[config.mk]
export PLATFORM = sky130hd
export DESIGN_NAME = rdata_router
export DESIGN_NICKNAME = d
export VERILOG_FILES = /design/src/rtl/rdata_router.sv
export SDC_FILE = /design/constraint.sdc
export NUM_CORES = 1
export LEC_CHECK = 0
export ABC_AREA = 1
export BUFFER_PORTS_ARGS = -buffer_cell sky130_fd_sc_hd__buf_2
export CAP_MARGIN = 40
export CORE_AREA = 8 8 95 97
export DETAILED_ROUTE_END_ITERATION = 8
export DIE_AREA = 0 0 103 105
export PLACE_DENSITY = 0.75
export SETUP_SLACK_MARGIN = 0.15
export SLEW_MARGIN = 20
export SYNTH_ARGS = -nofsm -noshare
export SYNTH_HDL_FRONTEND = slang
export SYNTH_SLANG_ARGS = --single-unit
[constraint.sdc]
create_clock -name clk -period 3.6 [get_ports clk]
set_input_delay 0.18 -clock clk [delete_from_list [all_inputs] [get_ports clk]]
set_output_delay 0.18 -clock clk [all_outputs]
set_load 0.005 [all_outputs]
[src/rtl/rdata_router.sv]
// ---------------------------------------------------------------------------
// rdata_router
//   Routes AXI read-data bursts from three slaves to three masters. An idle
//   router grants one valid slave. The master index comes from bits [7:4] of
//   that slave's RID. The burst then stays locked until a handshake with
//   RLAST=1. Beats addressed to a master index above 2 are accepted and
//   discarded, and DROP flags each one.
//
//   Configuration macro: RDATA_ROUTER_RR_EN
//     undefined : fixed priority S0 > S1 > S2
//     defined   : round-robin, priority starts after the last granted slave
//
//   Ports
//     clk, rst                      clock, synchronous active-high reset
//     RID/RDATA/RRESP/RLAST/RVALID_Si  slave-side read data (inputs)
//     RREADY_Si                     ready back to slave i
//     RID/RDATA/RRESP/RLAST/RVALID_Mj  master-side read data (outputs)
//     RREADY_Mj                     ready from master j
//     BUSY                          high while a burst is locked
//     DROP                          one pulse per beat sunk to an invalid index
// ---------------------------------------------------------------------------
`ifndef AXI_IDS_BITS
`define AXI_IDS_BITS 8
`endif
`ifndef AXI_ID_BITS
`define AXI_ID_BITS 4
`endif
`ifndef AXI_DATA_BITS
`define AXI_DATA_BITS 32
`endif

module rdata_router (
   input  logic                       clk,
   input  logic                       rst,
   input  logic [`AXI_IDS_BITS-1:0]   RID_S0,
   input  logic [`AXI_DATA_BITS-1:0]  RDATA_S0,
   input  logic [1:0]                 RRESP_S0,
   input  logic                       RLAST_S0,
   input  logic                       RVALID_S0,
   output logic                       RREADY_S0,
   input  logic [`AXI_IDS_BITS-1:0]   RID_S1,
   input  logic [`AXI_DATA_BITS-1:0]  RDATA_S1,
   input  logic [1:0]                 RRESP_S1,
   input  logic                       RLAST_S1,
   input  logic                       RVALID_S1,
   output logic                       RREADY_S1,
   input  logic [`AXI_IDS_BITS-1:0]   RID_S2,
   input  logic [`AXI_DATA_BITS-1:0]  RDATA_S2,
   input  logic [1:0]                 RRESP_S2,
   input  logic                       RLAST_S2,
   input  logic                       RVALID_S2,
   output logic                       RREADY_S2,
   output logic [`AXI_ID_BITS-1:0]    RID_M0,
   output logic [`AXI_DATA_BITS-1:0]  RDATA_M0,
   output logic [1:0]                 RRESP_M0,
   output logic                       RLAST_M0,
   output logic                       RVALID_M0,
   input  logic                       RREADY_M0,
   output logic [`AXI_ID_BITS-1:0]    RID_M1,
   output logic [`AXI_DATA_BITS-1:0]  RDATA_M1,
   output logic [1:0]                 RRESP_M1,
   output logic                       RLAST_M1,
   output logic                       RVALID_M1,
   input  logic                       RREADY_M1,
   output logic [`AXI_ID_BITS-1:0]    RID_M2,
   output logic [`AXI_DATA_BITS-1:0]  RDATA_M2,
   output logic [1:0]                 RRESP_M2,
   output logic                       RLAST_M2,
   output logic                       RVALID_M2,
   input  logic                       RREADY_M2,
   output logic                       BUSY,
   output logic                       DROP
);

   typedef enum logic {IDLE, LOCK} state_e;

   state_e      state_q, state_d;
   logic [1:0]  gnt_slv_q, gnt_slv_d;
   logic [3:0]  gnt_mst_q, gnt_mst_d;
`ifdef RDATA_ROUTER_RR_EN
   logic [1:0]  rr_ptr_q, rr_ptr_d;
   logic        found;
   logic [1:0]  rr_idx;
`endif

   logic [2:0]                 rvalid_s;
   logic [2:0]                 rready_m;
   logic [2:0]                 rready_s;
   logic [1:0]                 pick;
   logic [`AXI_IDS_BITS-1:0]   pick_rid;

   logic [`AXI_IDS_BITS-1:0]   sel_rid;
   logic [`AXI_DATA_BITS-1:0]  sel_data;
   logic [1:0]                 sel_resp;
   logic                       sel_last;
   logic                       sel_valid;
   logic                       sel_ready;
   logic                       hs;
   logic                       drop;

   logic [`AXI_ID_BITS-1:0]    rid_m   [3];
   logic [`AXI_DATA_BITS-1:0]  rdata_m [3];
   logic [1:0]                 rresp_m [3];
   logic                       rlast_m [3];
   logic                       rvalid_m[3];

   assign rvalid_s = {RVALID_S2, RVALID_S1, RVALID_S0};
   assign rready_m = {RREADY_M2, RREADY_M1, RREADY_M0};

   // Arbitration: choose one slave among those currently valid.
   always_comb begin
`ifdef RDATA_ROUTER_RR_EN
      pick   = '0;
      found  = 1'b0;
      rr_idx = '0;
      // Scan the slaves in order, starting with the one after the last grant.
      for (int unsigned k = 1; k <= 3; k++) begin
         rr_idx = 2'((32'(rr_ptr_q) + k) % 32'd3);
         if (!found && rvalid_s[rr_idx]) begin
            pick  = rr_idx;
            found = 1'b1;
         end
      end
`else
      if (rvalid_s[0])      pick = 2'd0;
      else if (rvalid_s[1]) pick = 2'd1;
      else                  pick = 2'd2;
`endif
   end

   always_comb begin
      case (pick)
         2'd0:    pick_rid = RID_S0;
         2'd1:    pick_rid = RID_S1;
         2'd2:    pick_rid = RID_S2;
         default: pick_rid = '0;
      endcase
   end

   // Select the granted slave's signals.
   always_comb begin
      sel_rid   = '0;
      sel_data  = '0;
      sel_resp  = '0;
      sel_last  = 1'b0;
      sel_valid = 1'b0;
      case (gnt_slv_q)
         2'd0: begin
            sel_rid = RID_S0; sel_data = RDATA_S0; sel_resp = RRESP_S0;
            sel_last = RLAST_S0; sel_valid = RVALID_S0;
         end
         2'd1: begin
            sel_rid = RID_S1; sel_data = RDATA_S1; sel_resp = RRESP_S1;
            sel_last = RLAST_S1; sel_valid = RVALID_S1;
         end
         2'd2: begin
            sel_rid = RID_S2; sel_data = RDATA_S2; sel_resp = RRESP_S2;
            sel_last = RLAST_S2; sel_valid = RVALID_S2;
         end
         default: ;
      endcase
   end

   // Next state, grant registers and all routed outputs.
   always_comb begin
      state_d   = state_q;
      gnt_slv_d = gnt_slv_q;
      gnt_mst_d = gnt_mst_q;
`ifdef RDATA_ROUTER_RR_EN
      rr_ptr_d  = rr_ptr_q;
`endif
      rready_s  = '0;
      sel_ready = 1'b0;
      hs        = 1'b0;
      drop      = 1'b0;
      for (int unsigned j = 0; j < 3; j++) begin
         rid_m[j]    = '0;
         rdata_m[j]  = '0;
         rresp_m[j]  = '0;
         rlast_m[j]  = 1'b0;
         rvalid_m[j] = 1'b0;
      end

      case (state_q)
         IDLE: begin
            if (|rvalid_s) begin
               state_d   = LOCK;
               gnt_slv_d = pick;
               gnt_mst_d = pick_rid[7:4];
`ifdef RDATA_ROUTER_RR_EN
               rr_ptr_d  = pick;
`endif
            end
         end
         LOCK: begin
            if (gnt_mst_q < 4'd3) begin
               for (int unsigned j = 0; j < 3; j++) begin
                  if (gnt_mst_q == 4'(j)) begin
                     rvalid_m[j] = sel_valid;
                     rid_m[j]    = sel_rid[3:0];
                     rdata_m[j]  = sel_data;
                     rresp_m[j]  = sel_resp;
                     rlast_m[j]  = sel_last;
                     sel_ready   = rready_m[j];
                  end
               end
               hs = sel_valid && sel_ready;
            end else begin
               // No such master: sink every beat and flag it.
               sel_ready = 1'b1;
               drop      = sel_valid;
               hs        = sel_valid;
            end
            for (int unsigned i = 0; i < 3; i++) begin
               if (gnt_slv_q == 2'(i)) rready_s[i] = sel_ready;
            end
            if (hs && sel_last) state_d = IDLE;
         end
      endcase
   end

   always_ff @(posedge clk) begin
      if (rst) begin
         state_q   <= IDLE;
         gnt_slv_q <= '0;
         gnt_mst_q <= '0;
`ifdef RDATA_ROUTER_RR_EN
         rr_ptr_q  <= 2'd2;
`endif
      end else begin
         state_q   <= state_d;
         gnt_slv_q <= gnt_slv_d;
         gnt_mst_q <= gnt_mst_d;
`ifdef RDATA_ROUTER_RR_EN
         rr_ptr_q  <= rr_ptr_d;
`endif
      end
   end

   assign RREADY_S0 = rready_s[0];
   assign RREADY_S1 = rready_s[1];
   assign RREADY_S2 = rready_s[2];

   assign RID_M0 = rid_m[0];  assign RDATA_M0 = rdata_m[0];  assign RRESP_M0 = rresp_m[0];
   assign RLAST_M0 = rlast_m[0];  assign RVALID_M0 = rvalid_m[0];
   assign RID_M1 = rid_m[1];  assign RDATA_M1 = rdata_m[1];  assign RRESP_M1 = rresp_m[1];
   assign RLAST_M1 = rlast_m[1];  assign RVALID_M1 = rvalid_m[1];
   assign RID_M2 = rid_m[2];  assign RDATA_M2 = rdata_m[2];  assign RRESP_M2 = rresp_m[2];
   assign RLAST_M2 = rlast_m[2];  assign RVALID_M2 = rvalid_m[2];

   assign BUSY = (state_q == LOCK);
   assign DROP = drop;

endmodule

==> results of run 1 <==
-- registers in the layout (all words and copies together), names as in the netlist --
| signal | cells |
|---|---|
| gnt_mst_q | 4 |
| gnt_slv_q | 2 |
| BUSY | 1 |
-- cells in the final DEF, fill, tap and decap left out, types with 4 or more instances in the layout --
cell type  netlist  final
nand2_1        176    176
nand3_1        125    125
buf_4            9      4
buf_2            8    261
o21ai_0         10     10
dfxtp_1          7      5
inv_1          132    132
a21oi_1         10     10
nor2_1           9      7
-- cells by family after synthesis --
family	Yosys count	share of synthesized area
AND/OR/NAND/NOR	317	0.593
AO/OA/AOI/OAI	20	0.0430
flip-flops	7	0.0602
buffers and inverters	169	0.304
-- worst min-delay path by stage --
stage | start | endpoint | depth (start not counted)
3_5_place_dp | rst | gnt_slv_q[0] | 2
2_1_floorplan | rst | gnt_slv_q[0] | 1
6_report | rst | gnt_slv_q[0] | 2
5_1_grt | rst | gnt_slv_q[0] | 2
4_1_cts | rst | gnt_slv_q[0] | 2
3_3_place_gp | rst | gnt_slv_q[0] | 2
-- layer usage --
layer / GRT usage / vias up / share of wire
li1: - / 1998 / -
met1: 0.229 / 1616 / 0.37
met2: 0.366 / 191 / 0.51
met3: 0.0378 / 15 / 0.11
met4: 0.0434 / 0 / 0.012
met5: 0 / - / 0
-- area by class of cell --
type / count / area, sq um
clock buffers: 4 / 45.0
fillers: 874 / 3790
inverters: 135 / 507
multi-input cells: 337 / 1500
flip-flops and latches: 7 / 143
well taps: 102 / 128
repair buffers: 268 / 1420
-- where the power goes --
| part | leakage (nW) | switching (W) | internal (W) |
|---|---|---|---|
| sequential | 0.0589 | 0.0000127 | 0.0000855 |
| combinational | 3.04 | 0.000270 | 0.000185 |
| clock | 0.0228 | 0.0000369 | 0.0000769 |
| total | 3.12 | 0.000319 | 0.000348 |
-- metrics by stage --
step	utilization	std cells	hold WS (ns)	setup slack, ns	power (W)
2_1_floorplan	-	513	0.249	2.29	0.000351
3_3_place_gp	0.479	846	0.372	1.72	0.000531
3_5_place_dp	0.487	848	0.352	1.68	0.000546
4_1_cts	0.493	852	0.113	1.44	0.000661
5_1_grt	0.496	853	0.124	1.38	0.000730
6_report	0.496	853	0.117	1.56	0.000667
==> results.md, run 1 <==
* Clock transition at the registers of the reported paths at 0.04 ns
* Setup_tns at 0 ns
* Max Slew Vio Count at 0
* PD cells at 178 nW/um^2
* Mapped Cells at 513
* Crit-path max FO at 41
* GRT Total Usage at 0.200
* Syn_nets at 650
* Vias in the first global route at 3499
* Worst Setup EP: RID_M0[1]
* Capturing point of the worst reg2reg path: BUSY
* Critical path type: reg -> out
* Crit path launch type: flop
* DP Area at 3660 sq um
* Inserted Clock Buffers at 3
* CP Depth at 6
* CTS-repair resized insts at 0
* Post-route DRC at 0
* Via/cell ratio at approximately 4.5
* CTS root buffer: clkbuf_8
* Die width at 103 microns
* Number of DRC markers in iteration 0 at 168
* H-Tree Depth at 1
* Hold-fix buffers, CTS at 0
* I/O pins at ~260
* Ys flop type: dfxtp_1
* Detailed Place HPWL at 9710 microns
* Final hold violations at 0
* #FFs+latches synth at 7
* Slowest stage delay, CP at 0.56 ns
* Gr ovfl total at 0
* Static Leak at roughly 3.1 nW
* 1st-pass router iterations at 4
* Design area at about 3700 sq um
* R2r setup slk at 1.83 ns
* Routability cong. at 0.890
* Maximum vdd drop at around 0.14 mV
* Setup Fix Bufs, Post-CTS at 0
* Syn avg cell area at 4.54 sq um
* Die H at roughly 110 microns
* Netlist cell types at 17
* Yosys top cell area share at 0.284
* WP data required at 3.42 ns
* Relative slew slack at 0.531
* Die area at 10800 sq um
* CP Launch Point: gnt_slv_q[0]
* Synth top cells by count: nand2_1, inv_1, nand3_1
* Later-pin clock latency in the skew report at 0.23 ns
* Via count at 3820
* Mean routed wirelength per cell at between 10 and 15 microns
* CP dominant cell by count: nand3_1
* Site row count at 32
* Max Fclk at 491 MHz
* Period minus WS final at 2.04 ns
* Register area share after synthesis at 0.0602
* Share of layout cells above drive strength 1 at 0.375
* CP max-delay cell: inv_2
* R2R Path Start: gnt_slv_q[0]
* Most numerous cell in the Yosys netlist: nand2_1
* Final setup fails at 0
* Initial antenna violation count at 0
* Placeable Area at 7530 sq um
* Measured slew at the worst slew-check pin at 0.703 ns
* Area grow syn2layout at 60.5%
* Crit-path cells: inv_2 -> nand3_1 -> nand3_1 -> nand2_1 -> inv_1 -> buf_2
* CP top delay family: buffers and inverters
* Crit path buffers/inverters at 3
* Largest net degree at the start of global routing at 42
* Mapped Area at roughly 2300 sq um
* FF-to-FF path depth at 8
* Arrival time worst endpoint at 1.86 ns
* Fin crit share at 0.566
* Initial Utilization at 0.309
* EDFF count, synth at 0
* Final #Nets at 889
* CTS tree: done
* Total wire length at 11800 microns
* Outcome: complete, no violations
* Antenna viol nets, final at 0
* Antenna cells at 0
* Clock Sinks at 7
* CP Capture Type: output pin
* Hold WC Path Type: in -> reg
* Unrepaired setup endpoints after global routing: no
* Max Buffers Root-to-Sink at 2
* YS warnings at 0
* Main area contributors after synthesis: nand2_1, nand3_1, inv_1, dfxtp_1, buf_4
* First-pass GRT wire length at 17700 microns
* Final setup skew at 0.00601 ns
* Port Buf Inserts at 261
* Synth area leader: nand2_1
* # Max-Cap Violations at 0
* Async SR Flop Fraction at 0
No activity file was read; power rests on OpenSTA's default activity.
==> run 2, diff against run 1 <==
CORE_AREA = not set   (was 8 8 95 97)
CORE_MARGIN = 8   (was not set)
CORE_UTILIZATION = 32   (was not set)
DIE_AREA = not set   (was 0 0 103 105)
PLACE_DENSITY = 0.8   (was 0.75)
clock period = 1.6 ns   (was 3.6 ns; I/O delays follow)
==> results.md, run 2 (synthesis gave the netlist of run 1 again) <==
* Outcome: finished with violations (was complete, no violations)
* Failing checks: negative setup slack
* Commonest non-fill, non-tap cell in the layout: buf_2 (unchanged)
* Static Leak at 3.78 nW (was 3.12 nW)
* Final #Nets at 931 (was 889)
* Critical path type: reg -> out (unchanged)
* Slowest stage delay, CP at 0.37 ns (was 0.56 ns)
* Routability cong. at 0.947 (was 0.890)
* Share of layout cells above drive strength 1 at 0.644 (was 0.375)
* Die area at 10300 sq um (was 10800 sq um)
* CTS tree: done (unchanged)
* PD cells at 417 nW/um^2 (was 178 nW/um^2)
* Final non-filler cell total at 893 (was 853)
* Detailed Place HPWL at 9540 microns (was 9710 microns)
* Final hold violations at 0 (unchanged)
* Period minus WS final at 1.66 ns
* Mean routed wirelength per cell at 19.1 microns (was 13.8 microns)
* Via/cell ratio at 5.14 (was 4.48)
* I/O pins at 262 (unchanged)
* Via count at 4590 (was 3820)
* Number of DRC markers in iteration 0 at 297 (was 168)
* Initial Utilization at 0.326 (was 0.309)
* Post-placement cell count at 856 (was 848)
* Area grow syn2layout at 137% (was 60.5%)
* GRT Total Usage at 0.257 (was 0.200)
* H-Tree Depth at 1 (unchanged)
* Maximum vdd drop at 0.359 mV (was 0.139 mV)
* 1st-pass router iterations at 4 (unchanged)
* CP max-delay cell: dfxtp_4 (was inv_2)
* Final setup skew at 0.00429 ns (was 0.00601 ns)
* Crit-path max FO at 8 (was 41)
* Clock Sinks at 7 (unchanged)
* Port Buf Inserts at 261 (unchanged)
* Measured slew at the worst slew-check pin at 0.338 ns (was 0.703 ns)
* Initial antenna violation count at 1 (was 0)
* Crit path launch type: flop (unchanged)
* Total wire length at 17100 microns (was 11800 microns)
* Inserted Clock Buffers at 3 (unchanged)
* Later-pin clock latency in the skew report at 0.24 ns (was 0.23 ns)
* Clock transition at the registers of the reported paths at 0.04 ns (about the same)
* Arrival time worst endpoint at 1.58 ns (was 1.86 ns)
* Site row count at 31 (was 32)
* # Max-Cap Violations at 0 (unchanged)
* Max Buffers Root-to-Sink at 2 (unchanged)
* Final Power at 0.00230 W (was 0.000667 W)
* Relative slew slack at 0.774 (was 0.531)
* Largest net degree at the start of global routing at 30 (was 42)
* Post-route DRC at 0 (unchanged)
* DP Area at 3780 sq um (was 3660 sq um)
* Crit-path cells: nor2_4 -> buf_6 -> buf_16 -> nand2_4 -> nand3_4 -> nand2_1 -> inv_1 -> buf_2 (was inv_2 -> nand3_1 -> nand3_1 -> nand2_1 -> inv_1 -> buf_2)
* Vias in the first global route at 4185 (was 3499)
* Die H at 101 microns (was 105 microns)
* Most frequent cells in the layout: buf_2, inv_1, nand3_1 (was buf_2, nand2_1, inv_1)
* Die width at 101 microns (was 103 microns)
* Max Slew Vio Count at 0 (unchanged)
* Hold WC Path Type: in -> reg (unchanged)
* WP data required at 1.52 ns (was 3.42 ns)
* Design area at 5530 sq um (was 3740 sq um)
* Top reg by flops: gnt_mst_q (unchanged)
* Max Fclk at 602 MHz
* Fin crit share at 1.04
* First-pass GRT wire length at 20900 microns (was 17700 microns)
* Gr ovfl total at 0 (unchanged)
* Place WS at 0.215 ns (was 1.68 ns)
* Largest register FFs at 4 (unchanged)
* Worst Setup Slack, final at -0.0609 ns (was 1.56 ns)
* Unrepaired setup endpoints after global routing: yes (was no)
* CP Capture Type: output pin (unchanged)
* Placeable Area at 7140 sq um (was 7530 sq um)
* Crit path buffers/inverters at 4 (was 3)
* Antenna viol nets, final at 0 (unchanged)
* Final setup fails at 13 (was 0)
* CP top delay family: buffers and inverters (unchanged)
* Final Util at 0.774 (was 0.496)
* CTS root buffer: clkbuf_8 (unchanged)
-- run 2: cell count changes in the layout (fill, tap and decap cells not counted), moves of 10 or more --
| cell | delta |
|---|---|
| buf_2 | -35 |
| buf_4 | +10 |
| buf_6 | +50 |
| inv_1 | -39 |
| inv_2 | +37 |
| nand2_1 | -99 |
| nand2_2 | +59 |
| nand2_4 | +40 |
| nand3_1 | -39 |
| nand3_4 | +34 |
-- run 2: report_power, final --
| group | switching [W] | total (W) | internal (W) | leakage (nW) |
|---|---|---|---|---|
| registers | 0.0000283 | 0.000222 | 0.000194 | 0.0610 |
| logic | 0.00102 | 0.00182 | 0.000799 | 3.70 |
| clock network | 0.0000911 | 0.000265 | 0.000174 | 0.0228 |
-- run 2: path summary, 6_finish.rpt --
| check | cells after the start | slack [ns] | endpoint | startpoint |
|---|---|---|---|---|
| worst max-delay path | 8 | -0.06 | RDATA_M1[18] | gnt_slv_q[0] |
| worst max register to register | 9 | 0.24 | BUSY | gnt_slv_q[0] |
| worst min-delay path | 2 | 0.01 | gnt_slv_q[0] | rst |
| worst min register to register | 2 | 0.59 | gnt_mst_q[1] | gnt_mst_q[1] |
-- run 2: final cells by class --
| cell class | instances | area, sq um |
|---|---|---|
| multi-input cells | 337 | 2430 |
| repair buffers | 310 | 2260 |
| fillers | 500 | 1610 |
| inverters | 135 | 512 |
| flip-flops and latches | 7 | 156 |
| well taps | 99 | 124 |
| clock buffers | 4 | 45.0 |
| diodes | 1 | 2.50 |
-- run 2: layer usage --
layer,track usage,wire length [microns],vias up,part of all wire
li1,-,-,2103,-
met1,0.270,5430,2036,0.32
met2,0.469,8610,382,0.50
met3,0.0653,2240,69,0.13
met4,0.120,800,0,0.047
met5,0,0,-,0
-- run 2: per-stage QoR --
stage | setup TNS [ns] | hold slack, ns
after global routing | -3.61 | 0.0190
after CTS | 0 | 0.00445
final | -0.246 | 0.0128
after floorplan | 0 | 0.149
after detailed placement | 0 | 0.255
after global placement | 0 | 0.257
-- run 2: what timing repair did --
action | in CTS | in global routing
pin swaps | 8 | 40
cloned | 10 | 4
hold buffers | 0 | 0
gates resized for setup | 132 | 198
setup buffers | 19 | 0
endpoints found under the setup margin | 124 | 125
==> run 3, diff against run 2 <==
CELL_PAD_IN_SITES_DETAIL_PLACEMENT = 2   (was not set)
CELL_PAD_IN_SITES_GLOBAL_PLACEMENT = 2   (was not set)
CORE_UTILIZATION = 12   (was 32)
PLACE_DENSITY = not set   (was 0.8)
PLACE_DENSITY_LB_ADDON = 0.1   (was not set)
==> results.md, run 3 (synthesis gave the netlist of run 1 again) <==
* Outcome: finished with violations (unchanged)
* Failing checks: negative setup slack (unchanged)
* Top reg by flops: gnt_mst_q (unchanged)
* Critical path type: reg -> out (unchanged)
* Most frequent cells in the layout: buf_2, nand2_1, nand3_1 (was buf_2, inv_1, nand3_1)
* Relative slew slack at 0.737 (was 0.774)
* P_sw at 0.00122 W (was 0.00114 W)
* Clock network fraction of total power at 0.171 (was 0.115)
* Maximum vdd drop at 0.248 mV (was 0.359 mV)
* Final setup fails at 17 (was 13)
* Sequential share of power at 0.089 (was 0.096)
* Measured slew at the worst slew-check pin at 0.394 ns (was 0.338 ns)
* Crit-path max FO at 15 (was 8)
* Initial Utilization at 0.121 (was 0.326)
* Via count at 4382 (was 4590)
* Clock transition at the registers of the reported paths at 0.04 ns (about the same)
* Crit path launch type: flop (unchanged)
* 1st-pass router iterations at 4 (unchanged)
* First-pass GRT wire length at 29000 microns (was 20900 microns)
* Via/cell ratio at 4.15 (was 5.14)
* Antenna viol nets, final at 0 (unchanged)
* Total wire length at 21000 microns (was 17100 microns)
* Die width at 155 microns (was 101 microns)
* Largest net degree at the start of global routing at 22 (was 30)
* Largest register FFs at 4 (unchanged)
* Unrepaired setup endpoints after global routing: yes (unchanged)
* Arrival time worst endpoint at 1.55 ns (was 1.58 ns)
* Hold WC Path Type: in -> reg (unchanged)
* Gr ovfl total at 0 (unchanged)
* Die area at 24100 sq um (was 10300 sq um)
* Clock Sinks at 7 (unchanged)
* Mean routed wirelength per cell at 19.9 microns (was 19.1 microns)
* Sw Ratio at 0.470 (was 0.494)
* Period minus WS final at 1.63 ns (was 1.66 ns)
* H-Tree Depth at 1 (unchanged)
* Routability cong. at 0.754 (was 0.947)
* Placeable Area at 19300 sq um (was 7140 sq um)
* Number of DRC markers in iteration 0 at 136 (was 297)
* Max Buffers Root-to-Sink at 2 (unchanged)
* Max Slew Vio Count at 0 (unchanged)
* Final hold violations at 0 (unchanged)
* WP data required at 1.52 ns (about the same)
* GRT Total Usage at 0.153 (was 0.257)
* Final setup skew at 0.00106 ns (was 0.00429 ns)
* Share of layout cells above drive strength 1 at 0.653 (was 0.644)
* Post-route DRC at 0 (unchanged)
* Fin crit share at 1.02 (was 1.04)
* Worst Setup Slack, final at -0.0302 ns (was -0.0609 ns)
* CP Capture Type: output pin (unchanged)
* Area grow syn2layout at 151% (was 137%)
* PD cells at 445 nW/um^2 (was 417 nW/um^2)
* I/O pins at 262 (unchanged)
* Static Leak at 4.00 nW (was 3.78 nW)
* Place WS at 0.117 ns (was 0.215 ns)
* Fill count at 2347 (was 500)
* Die H at 155 microns (was 101 microns)
* Final Power at 0.00260 W (was 0.00230 W)
* Comb pwr share at 0.740 (was 0.789)
* DP Area at 4060 sq um (was 3780 sq um)
* Site row count at 51 (was 31)
* Later-pin clock latency in the skew report at 0.23 ns (was 0.24 ns)
* Design area at 5840 sq um (was 5530 sq um)
* Detailed Place HPWL at 15300 microns (was 9540 microns)
* Vias in the first global route at 4902 (was 4185)
* Commonest non-fill, non-tap cell in the layout: buf_2 (unchanged)
* Max Fclk at 613 MHz (was 602 MHz)
* Port Buf Inserts at 261 (unchanged)
* Initial antenna violation count at 0 (was 1)
* Int Pwr at 0.00138 W (was 0.00117 W)
* Antenna cells at 0 (was 1)
* # Max-Cap Violations at 0 (unchanged)
* Final #Nets at 930 (was 931)
* CTS tree: done (unchanged)
* Inserted Clock Buffers at 3 (unchanged)
* CTS root buffer: clkbuf_16 (was clkbuf_8)
## run 3: changes by cell type in the layout (fill, tap and decap cells not counted), sizes merged
cell / delta
buf: -4
clkbuf: +3
diode: -1
## run 3: worst paths after layout
path	startpoint	end	slack, ns	cells past startpoint
worst min register to register	gnt_slv_q[0]	gnt_slv_q[0]	0.57	2
worst max register to register	gnt_slv_q[1]	BUSY	0.09	11
worst min-delay path	rst	gnt_slv_q[0]	0.03	2
worst max-delay path	gnt_mst_q[0]	RLAST_M1	-0.03	9
## run 3: per-layer routing
metal / vias up / part of all wire / GRT usage
met5: - / 0 / 0
met4: 0 / 0.0090 / 0.00739
met3: 13 / 0.054 / 0.0297
met2: 139 / 0.56 / 0.305
met1: 2132 / 0.38 / 0.169
li1: 2098 / - / -
## run 3: power groups by stage
stage / clock (W) / sequential (W) / combinational, W
after CTS: 0.000437 / 0.000224 / 0.00136
after detailed placement: 0 / 0.000223 / 0.00120
after floorplan: 0 / 0.000209 / 0.000582
after global routing: 0.000456 / 0.000233 / 0.00207
after global placement: 0 / 0.000220 / 0.00118
final: 0.000444 / 0.000230 / 0.00192
## run 3: critical path, stage by stage, from the launching register on
cell and delay [ns]:
dfxtp_4 0.38, inv_4 0.06, nor2_4 0.10, nand2_2 0.07, nor2_4 0.15, buf_12 0.13
buf_12 0.14, nand2_1 0.07, inv_1 0.08, buf_2 0.12
## run 3: cell type report
type	count	area, sq um	share of cell area
sequential	7	161	0.0277
timing repair buffer	309	2480	0.425
clock buffer	4	78.8	0.0135
multi-input combinational	337	2270	0.389
tap	265	332	0.0568
inverter	135	512	0.0877
## run 3: what timing repair did
| action | 4_1_cts | 5_1_grt |
|---|---|---|
| pin swaps | 8 | 42 |
| hold buffers | 0 | 0 |
| cloned | 3 | 7 |
| endpoints found under the hold margin | 0 | 0 |
| setup endpoints to repair | 124 | 124 |
| resized for setup | 41 | 316 |
| buffers inserted | 9 | 7 |
## run 3: stage by stage
stage / utilization / hold WS [ns] / instances / TNS, ns
4_1_cts: 0.231 / 0.0227 / 1043 / -0.426
5_1_grt: 0.303 / 0.0301 / 1057 / -6.22
3_3_place_gp: 0.211 / 0.262 / 1027 / 0
2_1_floorplan: - / 0.149 / 513 / 0
3_5_place_dp: 0.211 / 0.265 / 1027 / 0
6_report: 0.303 / 0.0314 / 1057 / -0.188
